<file path="src/rtl/tcam_ctrl.sv">
// Sequencer/arbiter in front of a TCAM array: lookup vs update sharing, sweep-clear, registered priority-encoded response.
// Optional TCAM_CTRL_MULTIHIT_EN builds the multi-hit flag; otherwise rsp_multi is tied 0.
//
// state  | meaning
// IDLE   | arbitrate clr_start / lookup / update, readies live here only
// WRITE  | one array write of the accepted update
// SEARCH | tcam_read strobe with key/mask on A/K
// WAIT   | array settling; matched vector captured at the end
// RESP   | rsp_valid held until rsp_ready
// CLEAR  | sweep every entry with A=0, K=all ones
module tcam_ctrl #(
   parameter int WORD_WIDTH  = 16,
   parameter int MEMORY_SIZE = 32,
   localparam int AW         = $clog2(MEMORY_SIZE)
) (
   input  logic                   clk,
   input  logic                   reset,
   input  logic                   lk_valid,
   output logic                   lk_ready,
   input  logic [WORD_WIDTH-1:0]  lk_key,
   input  logic [WORD_WIDTH-1:0]  lk_mask,
   input  logic                   up_valid,
   output logic                   up_ready,
   input  logic [AW-1:0]          up_addr,
   input  logic [WORD_WIDTH-1:0]  up_data,
   input  logic [WORD_WIDTH-1:0]  up_mask,
   input  logic                   clr_start,
   output logic                   busy,
   output logic                   rsp_valid,
   input  logic                   rsp_ready,
   output logic                   rsp_hit,
   output logic [AW-1:0]          rsp_index,
   output logic                   rsp_multi,
   output logic [WORD_WIDTH-1:0]  tcam_A,
   output logic [WORD_WIDTH-1:0]  tcam_K,
   output logic [AW-1:0]          tcam_write_addr,
   output logic                   tcam_read,
   output logic                   tcam_write,
   input  logic [MEMORY_SIZE-1:0] tcam_matched
);

   typedef enum logic [2:0] {
      IDLE   = 3'd0,
      WRITE  = 3'd1,
      SEARCH = 3'd2,
      WAIT   = 3'd3,
      RESP   = 3'd4,
      CLEAR  = 3'd5
   } state_t;

   localparam logic [AW-1:0] LAST_ADDR = AW'(MEMORY_SIZE - 1);

   state_t                state_q, state_d;
   logic                  rr_q, rr_d;
   logic                  ready_en_q;
   logic [WORD_WIDTH-1:0] a_q, a_d;
   logic [WORD_WIDTH-1:0] k_q, k_d;
   logic [AW-1:0]         waddr_q, waddr_d;
   logic                  hit_q, hit_d;
   logic [AW-1:0]         index_q, index_d;
   logic [AW-1:0]         enc_idx;
   logic                  lk_grant, up_grant, contested;

   // Readies stay low while reset is asserted and come up one edge after release.
   always_ff @(posedge clk or posedge reset) begin
      if (reset) begin
         state_q    <= IDLE;
         rr_q       <= 1'b0;
         ready_en_q <= 1'b0;
         a_q        <= '0;
         k_q        <= '0;
         waddr_q    <= '0;
         hit_q      <= 1'b0;
         index_q    <= '0;
      end else begin
         state_q    <= state_d;
         rr_q       <= rr_d;
         ready_en_q <= 1'b1;
         a_q        <= a_d;
         k_q        <= k_d;
         waddr_q    <= waddr_d;
         hit_q      <= hit_d;
         index_q    <= index_d;
      end
   end

   always_comb begin
      enc_idx = '0;
      for (int i = MEMORY_SIZE - 1; i >= 0; i--) begin
         if (tcam_matched[i]) enc_idx = AW'(i);
      end
   end

   // rr_q=0 favours lookup on a contested cycle.
   assign contested = lk_valid && up_valid;
   assign lk_grant  = lk_valid && (!up_valid || !rr_q);
   assign up_grant  = up_valid && (!lk_valid || rr_q);

   always_comb begin
      state_d    = state_q;
      rr_d       = rr_q;
      a_d        = a_q;
      k_d        = k_q;
      waddr_d    = waddr_q;
      hit_d      = hit_q;
      index_d    = index_q;
      lk_ready   = 1'b0;
      up_ready   = 1'b0;
      tcam_read  = 1'b0;
      tcam_write = 1'b0;
      case (state_q)
         IDLE: begin
            if (clr_start) begin
               state_d = CLEAR;
               a_d     = '0;
               k_d     = '1;
               waddr_d = '0;
            end else begin
               lk_ready = ready_en_q && !up_grant;
               up_ready = ready_en_q && !lk_grant;
               if (lk_valid && lk_ready) begin
                  state_d = SEARCH;
                  a_d     = lk_key;
                  k_d     = lk_mask;
                  if (contested) rr_d = ~rr_q;
               end else if (up_valid && up_ready) begin
                  state_d = WRITE;
                  a_d     = up_data;
                  k_d     = up_mask;
                  waddr_d = up_addr;
                  if (contested) rr_d = ~rr_q;
               end
            end
         end
         WRITE: begin
            tcam_write = 1'b1;
            state_d    = IDLE;
         end
         SEARCH: begin
            tcam_read = 1'b1;
            state_d   = WAIT;
         end
         WAIT: begin
            state_d = RESP;
            hit_d   = |tcam_matched;
            index_d = enc_idx;
         end
         RESP: begin
            if (rsp_ready) state_d = IDLE;
         end
         CLEAR: begin
            tcam_write = 1'b1;
            if (waddr_q == LAST_ADDR) state_d = IDLE;
            else                      waddr_d = waddr_q + AW'(1);
         end
         default: state_d = IDLE;
      endcase
   end

`ifdef TCAM_CTRL_MULTIHIT_EN
   logic multi_q, multi_d;

   // Two or more bits set iff clearing the lowest set bit leaves something.
   always_comb begin
      multi_d = multi_q;
      if (state_q == WAIT)
         multi_d = |(tcam_matched & (tcam_matched - MEMORY_SIZE'(1)));
   end

   always_ff @(posedge clk or posedge reset) begin
      if (reset) multi_q <= 1'b0;
      else       multi_q <= multi_d;
   end

   assign rsp_multi = multi_q;
`else
   assign rsp_multi = 1'b0;
`endif

   assign busy            = (state_q != IDLE);
   assign rsp_valid       = (state_q == RESP);
   assign rsp_hit         = hit_q;
   assign rsp_index       = index_q;
   assign tcam_A          = a_q;
   assign tcam_K          = k_q;
   assign tcam_write_addr = waddr_q;

endmodule

</file>
<file path="config.mk">
export PLATFORM = sky130hd
export DESIGN_NAME = tcam_ctrl
export DESIGN_NICKNAME = d
export VERILOG_FILES = /design/src/rtl/tcam_ctrl.sv
export SDC_FILE = /design/constraint.sdc
export NUM_CORES = 1
export LEC_CHECK = 0
export CAP_MARGIN = 15
export CORE_MARGIN = 2
export CORE_UTILIZATION = 35
export CTS_CLUSTER_DIAMETER = 50
export DETAILED_ROUTE_END_ITERATION = 12
export HOLD_SLACK_MARGIN = 0.08
export PLACE_DENSITY = 0.77
export SLEW_MARGIN = 20
export SYNTH_ARGS = -nofsm -noshare
export SYNTH_HDL_FRONTEND = slang
export SYNTH_SLANG_ARGS = --single-unit
</file>
<file path="constraint.sdc">
create_clock -name clk -period 1.75 [get_ports clk]
set_input_delay 0.2625 -clock clk [delete_from_list [all_inputs] [get_ports clk]]
set_output_delay 0.2625 -clock clk [all_outputs]
set_load 0.01 [all_outputs]
</file>
# Yosys cells after proc, flatten, opt, wreduce, memory -nomap -nowiden
# Cells that the tools add are included.
# classes
shift	0
div_mod_pow	0
muxes	58
magnitude_cmp	0
n_reduce_logical	25
addsub	1
multipliers	0
bitwise	2
n_eq_ne	12
# ops
op	count
2-to-1 mux 5 bit	36
2-to-1 mux 16 bit	6
OR reduction 32 bit	1
2-to-1 mux 3 bit	5
case mux 3 bit (5 select lines)	1
case mux 5 bit (2 select lines)	1
2-to-1 mux 1 bit	9
logical AND 1 bit	7
== test 3 x 2 -> 1 bit, second input constant	2
== test 3 bit, second input constant	2
!= test 3 bit, second input constant	2
AND reduction 3 bit	2
nonzero test 3 bit	2
adder 5 x 1 -> 5 bit, second input constant	1
== test 5 bit, second input constant	1
logical NOT 1 bit	5
!= test 2 bit, second input constant	2
!= test 4 bit, second input constant	1
AND reduction 4 bit	1
nonzero test 2 bit	2
== test 3 x 1 -> 1 bit, second input constant	1
logical NOT 3 bit	1
logical OR 1 bit	2
!= test 2 x 1 -> 1 bit, second input constant	1
3 further kinds	4
# totals
memories	0
output_inout_bits	50
romBits	0
regBits	48
wordCells	106
mem_bits_rw	0
latch_bits	0
in_bits	107

# Depth between registers and ports, before layout
# Gate-level depths: netlist of the first run.
# depth
word_depth	32
depth_mapped	8
ltp_nobuf	6

# Worst setup path after synthesis of the first run
# No wires, ideal clock.
# synth_timing
path_type	reg-to-reg
startpoint	register waddr_q[0] (netlist: tcam_write_addr[0])
endpoint	register waddr_q[2] (netlist: tcam_write_addr[2])
required_time_ns	1.629
setup_ns	0.121
path_buffers	0
period_less_slack_ns	1.839
setup_slack_ns	-0.089
stages_incl_launch_ff	7
arrival_ns	1.718
cell_sequence	dfrtp_1 -> ha_1 -> and3_1 -> ha_1 -> o22ai_2 -> o21ai_1 -> a22o_1
# synth_via
elab_chain_cells	3
elab_cells_between_ends	6
cone_classes	add/sub: 1; eq/ne: 2; mux: 2; reduce/logical: 1
# synth_lines
item	line	text
start, declared	58	logic [AW-1:0] waddr_q, waddr_d;
start signal, assigned	81	waddr_q <= waddr_d;
adder 5 x 1 -> 5 bit / == test 5 bit (equally long branches)	154, 153	
2-to-1 mux 5 bit / != test 2 bit (equally long branches)	--	
case mux 5 bit (2 select lines) / AND reduction 4 bit (equally long branches)	--	
# Several ways; a longest one is shown, not always the timed one. The select of a mux whose other input is x is not followed.
# A chain may end at the register's enable or synchronous reset.

# Worst setup path after layout of the first run
# layout_timing
startpoint	register state_q[1]
endpoint	output port lk_ready
# layout_via
elab_chain_cells	2
# layout_lines
item	line	text
start, declared	53	state_t state_q, state_d;
start signal, assigned	76	state_q <= state_d;
logical NOT 3 bit	111	case (state_q)
2-to-1 mux 1 bit	111	
end, declared	19	output logic lk_ready,
# No other way between the ends.

==> run metrics, run 1 <==
clock-pin slew on the worst setup and hold paths approximately 90 ps; Clock Sinks between 40 and 50; Die ar. 8750 sq um; element type at the critical path start register; CP endpoint kind output port; final setup vio count 3; initial core utilization 0.361; DP HPWL ~6700 um; register area share after synthesis 0.428; failing checks setup timing; setup ws final -244 ps; fmax approximately 500 MHz; first-pass GRT wire length about 13000 um; layout cell share with drive strength beyond 1 0.164; antenna-violating nets left 0; IO Count 157; largest net degree at the start of global routing between 40 and 50; drt pass-1 iters 4; Post-synth ARST share 1.00; Yosys cell types 46; Final Hold Fails 0; vias in the first global route 3073; Slowest-stage cell, CP or3b_4; Critical Path RT 1490 ps; GRT Total Usage 0.187; Clock Latency Late Sink 290 ps; net count of the mapped netlist about 430; dpl cells 595; Non-Filler Instances ~610; nets@finish ~610; Placer Congestion roughly 0.8; Crit Path Max Fanout 3; WHS 324 ps; area of the multi-input gates around 1500 sq um; synth-to-layout area growth 74.7%; Tot Pwr roughly 5.9 mW; # diodes 0; crit path DAT between 1500 and 2000 ps; Most used DFF post-synth dfrtp_1; via count between 3000 and 4000; status complete, but fails checks; WL final between 8000 and 9000 um; Slew Viols, Final 0; Lkg Pwr around 2.2 nW; Hold Path Class in2async; IO buf count around 160; H-tree depth 2; fillers just under 700; Peak VDD IR ~0.0007 V; Crit Path Class reg2out; unrepaired setup endpoints after global routing true; final core occ 0.632; post-route minimum period between 1500 and 2000 ps; post-synthesis instance total roughly 320; max_cap viols 0; Die W approximately 94 um; CTS max path bufs 2; Mapped Avg Cell Area 8.83 sq um; floorplan row count 32; die span in y approximately 94 um; Inserted Clock Buffers 5; Clock Skews roughly 6 ps; initial DRC count just over 70; vias per cell slightly above 5; initial antenna violation count 0; Post-synth EDFFs 0; CTS tree done; placed instance area 4770 sq um; Yosys warnings 0; core area 7770 sq um; total congestion overflow 0; wire per inst 13.9 um; register area roughly 1200 sq um; Clock Tree Root clkbuf_8; pre-CTS setup slack -328 ps; Mapped Area around 2800 sq um; Synth Register Bits 48; Design Area, Final a little under 5000 sq um; post-route clock period utilization 1.14; crit path cell chain or3_4 -> or3b_4 -> a21oi_4 -> buf_6; Crit path largest cell delay approximately 430 ps; DRC violations left 0; pwr dens ~1200 nW/um^2; setup tns final -463 ps
-- logic make-up after synthesis --
family,Yosys count,share of synthesized area
muxes,34,0.128
AOI/OAI and AO/OA,82,0.190
buffers and inverters,26,0.0401
other,2,0.00267
and+or+nand+nor,123,0.199
xor gates and xnor gates,1,0.00312
adders and majority gates,2,0.00891
DFF,48,0.428
-- synthesized netlist by cell type (6+ instances only) --
master	instances	area [sq um]
mux2_2	16	180
nand2_1	63	236
nand2b_1	6	37.5
nor4_1	7	43.8
clkbuf_1	7	26.3
buf_2	9	45.0
inv_1	9	33.8
mux2i_1	18	180
o21ai_0	24	120
nor2_1	24	90.1
dfrtp_1	48	1200
a21oi_1	14	70.1
o31ai_1	20	150
-- worst max-delay path, delay by kind of cell, from the launching register on --
| family | cells | cell delay (ps) |
|---|---|---|
| flip-flops | 1 | 380 |
| buffers and inverters | 1 | 110 |
| AND/OR/NAND/NOR | 2 | 820 |
| AO/OA/AOI/OAI | 1 | 130 |
-- area by class of cell --
| cell class | instances | share of cell area |
|---|---|---|
| multi-input cells | 244 | 0.314 |
| clock buffers | 7 | 0.0176 |
| flip-flops and latches | 48 | 0.245 |
| clock inverters | 1 | 0.00153 |
| inverters | 9 | 0.00689 |
| repair buffers | 196 | 0.389 |
| well taps | 102 | 0.0260 |
-- layer usage --
metal  part of all wire  track usage  routed length (um)
met5                  0            0                   0
met4              0.015       0.0507                 127
met3              0.094       0.0596                 795
met2               0.52        0.361                4400
met1               0.37        0.193                3120
-- registers in the layout, summed over array words and instances, names as in the netlist --
name / count
rr_q: 1
tcam_A: 16
rsp_index: 5
tcam_K: 16
rsp_hit: 1
tcam_write_addr: 5
ready_en_q: 1
state_q: 3
-- path summary, 6_finish.rpt --
path,depth (start not counted),endpoint,start,slack (ps)
worst max-delay path,4,lk_ready,state_q[1],-240
worst min-delay path,3,rsp_index[1],reset,320
worst max register to register,7,tcam_write_addr[3],rr_q,50
worst min register to register,2,tcam_K[4],tcam_K[4],470
max in group asynchronous,3,tcam_A[7],reset,1190
min in group clk,2,tcam_K[4],tcam_K[4],470
-- cell usage in the layout (no fill, tap or decap), types with 5 or more instances in the layout --
master	netlist	final
clkdlybuf4s50_1	0	149
nand2_1	63	62
dfrtp_1	48	47
buf_4	1	36
o21ai_0	24	24
nor2_1	24	22
o31ai_1	20	20
mux2i_1	18	18
mux2_2	16	16
a21oi_1	14	13
inv_1	9	8
nor4_1	7	7
nand2b_1	6	6
clkbuf_8	0	6
buf_12	0	5
-- repair_timing --
item,in CTS,in global routing
pin swaps,2,2
hold buffers,0,0
resized for setup,14,12
buffers inserted,2,2
endpoints found under the setup margin,7,37
-- power breakdown --
| group | internal [mW] | switching [mW] | total, mW |
|---|---|---|---|
| Combinational | 1.84 | 1.49 | 3.34 |
| Sequential | 1.60 | 0.263 | 1.87 |
| Clock | 0.321 | 0.352 | 0.673 |
| Total | 3.77 | 2.11 | 5.88 |
Note: power is estimated with default switching activity, not from simulation.
==> run 2: changes to the inputs <==
Settings changed: SETUP_SLACK_MARGIN set to 0.05.
==> run 2 against run 1 <==
  * The flow still finishes with violations (setup timing)
  * Die area unchanged
  * Register-to-register slack improved by 20 ps
  * Combinational power is 6.0% higher
  * Sequential share of layout area down 0.59 points
  * Non-clock buffer count shrank 6
  * Critical path depth did not move
  * Setup slack improved by 1.7 ps
  * Count of clock-buffer cells in the layout shrank 2
  * Fmax barely moved
  * First-iteration DRC count is 14% lower
  * Routed wire length grew 2.5%
  * Total power up 7.9%
  * Largest cell class unchanged
==> run metrics, run 2 (synthesis results as in run 1) <==
unrepaired setup endpoints after global routing true; Sw Ratio 0.353 (-0.00509); initial core utilization 0.361 (unchanged); post-route minimum period 1990 ps (-1.70 ps); Inserted Clock Buffers 5 (unchanged); setup ws final -242 ps (+1.70 ps); R2R setup slack 70 ps (+20 ps); nets@finish 607 (-0.98%); crit path DAT 1730 ps (about the same); DRC violations left 0 (unchanged); Crit Path Max Fanout 3 (unchanged); # diodes 0 (unchanged); pwr dens 1260 nW/um^2 (+5.3%); switching pwr 2.24 mW (+6.4%); power share of the combinational group 0.558 (-0.010); Sequential Power Share 0.297 (-0.021); most common cell after layout, fill and taps aside clkdlybuf4s50_1; drt pass-1 iters 4 (unchanged); Clock Skews 6.39 ps (+0.292 ps); worst setup path endpoint lk_ready; via count 3032 (-0.69%); Hold Path Class in2async; Slew Viols, Final 0 (unchanged); placed instance area 4720 sq um (-1.0%); Lkg Pwr 2.19 nW (+0.89%); final setup vio count 2 (-1); failing checks setup timing; DP HPWL 6460 um (-3.5%); total congestion overflow 0 (unchanged); reg2reg end rr_q; initial antenna violation count 0 (unchanged); H-tree depth 2 (unchanged); WL final 8650 um (+2.5%); Final Hold Fails 0 (unchanged); Pint 4.10 mW (+8.8%); Placer Congestion 0.745 (-8.1%); Design Area, Final 5030 sq um (+2.5%); element type at the critical path start register; first-pass GRT wire length 13200 um (+0.11%); floorplan row count 32 (unchanged); IO buf count 155 (unchanged); CTS max path bufs 2 (unchanged); Die ar. 8750 sq um (unchanged); Crit Path Class reg2out; antenna-violating nets left 0 (unchanged); clock-pin slew on the worst setup and hold paths 90 ps (about the same); Die W 93.6 um (unchanged); most frequent cells in the layout clkdlybuf4s50_1, nand2_1, dfrtp_1, buf_4, o21ai_0; largest net degree at the start of global routing 49 (unchanged); Critical Path RT 1490 ps (about the same); die span in y 93.6 um (unchanged); CTS tree done; layout cell share with drive strength beyond 1 0.191 (+0.0264); clock group share of total power 0.145 (+0.030); vias in the first global route 2914 (-5.2%); GRT Total Usage 0.186 (-0.000865); wire per inst 14.4 um (+3.7%); hold buffers post-CTS 0 (unchanged); vias per cell 5.05 (+0.47%); status complete, but fails checks; Clock Latency Late Sink 290 ps (about the same); Critical Path Source state_q[1]; Worst Reg-to-Reg Cells 5 (-2); core area 7770 sq um (unchanged); Clock Tree Root clkbuf_8; final core occ 0.647 (+0.0156); initial DRC count 62 (-14%); fmax 502 MHz (about the same); max_cap viols 0 (unchanged); CP endpoint kind output port; synth-to-layout area growth 79.1%; post-route clock period utilization 1.14 (about the same); Clock Sinks 48 (unchanged); Reg-to-Reg Start state_q[1]; IO Count 157 (unchanged); Peak VDD IR 0.000875 V (+22%)
==> run 2: cell count changes in the layout (fill, tap and decap cells not counted), sizes merged <==
cell	change
bufinv	+2
clkinvlp	-1
dlygate4sd2	-1
clkbuf	-1
buf	-6
==> run 2: worst min-delay path by stage <==
stage,from,to,slack (ps),cells past startpoint
2_1_floorplan,up_addr[0],tcam_write_addr[0],410,2
3_3_place_gp,tcam_K[13],tcam_K[13],450,2
3_5_place_dp,tcam_K[14],tcam_K[14],460,2
4_1_cts,reset,tcam_A[5],340,3
5_1_grt,reset,tcam_A[5],350,3
6_report,reset,tcam_A[8],340,3
==> run 2: timing repair <==
action                     CTS  global route
hold endpoints to repair     0             0
gates cloned                 0             2
buffers inserted             0             1
pin swaps                    2             4
setup endpoints to repair    8            30
gates resized for setup     21            32
==> run 2: routing by layer <==
metal	global-route usage	routed length (um)
met5	0	0
met4	0.0338	70
met3	0.0556	784
met2	0.338	4470
met1	0.220	3320
==> run 2: critical path, stage by stage, from the launching register on <==
cell and delay, ps:
dfrtp_1 390, or3_4 400, or3b_4 410, a21oi_4 130
buf_6 110
==> run 2: through the flow <==
| stage | instances | worst slack [ps] | setup TNS [ps] | total power, mW | hold WS (ps) |
|---|---|---|---|---|---|
| floorplan | 318 | 7.74 | 0 | 3.35 | 409 |
| global placement | 590 | -335 | -7690 | 5.09 | 448 |
| detailed placement | 590 | -337 | -9350 | 5.17 | 457 |
| CTS | 597 | -266 | -531 | 6.12 | 345 |
| global route | 600 | -287 | -559 | 6.81 | 349 |
| finish | 600 | -242 | -464 | 6.34 | 338 |
==> run 2: final cells by class <==
type	instances	area [sq um]
well taps	102	128
fillers	627	2740
repair buffers	190	1870
clock inverters	2	60.1
multi-input cells	244	1660
inverters	9	33.8
clock buffers	5	68.8
flip-flops and latches	48	1200
==> run 2: power groups by stage <==
stage / logic [mW] / registers, mW / clock network (mW)
global route: 3.85 / 1.96 / 0.998
detailed placement: 3.27 / 1.91 / 0
finish: 3.54 / 1.89 / 0.919
floorplan: 1.23 / 2.12 / 0
CTS: 3.28 / 1.89 / 0.949
global placement: 3.21 / 1.87 / 0
==> run 3: changes to the inputs <==
Settings changed: SLEW_MARGIN 20 to not set.
==> results of run 3 <==
No change in the layout: final DEF, timing and power equal those of run 2.
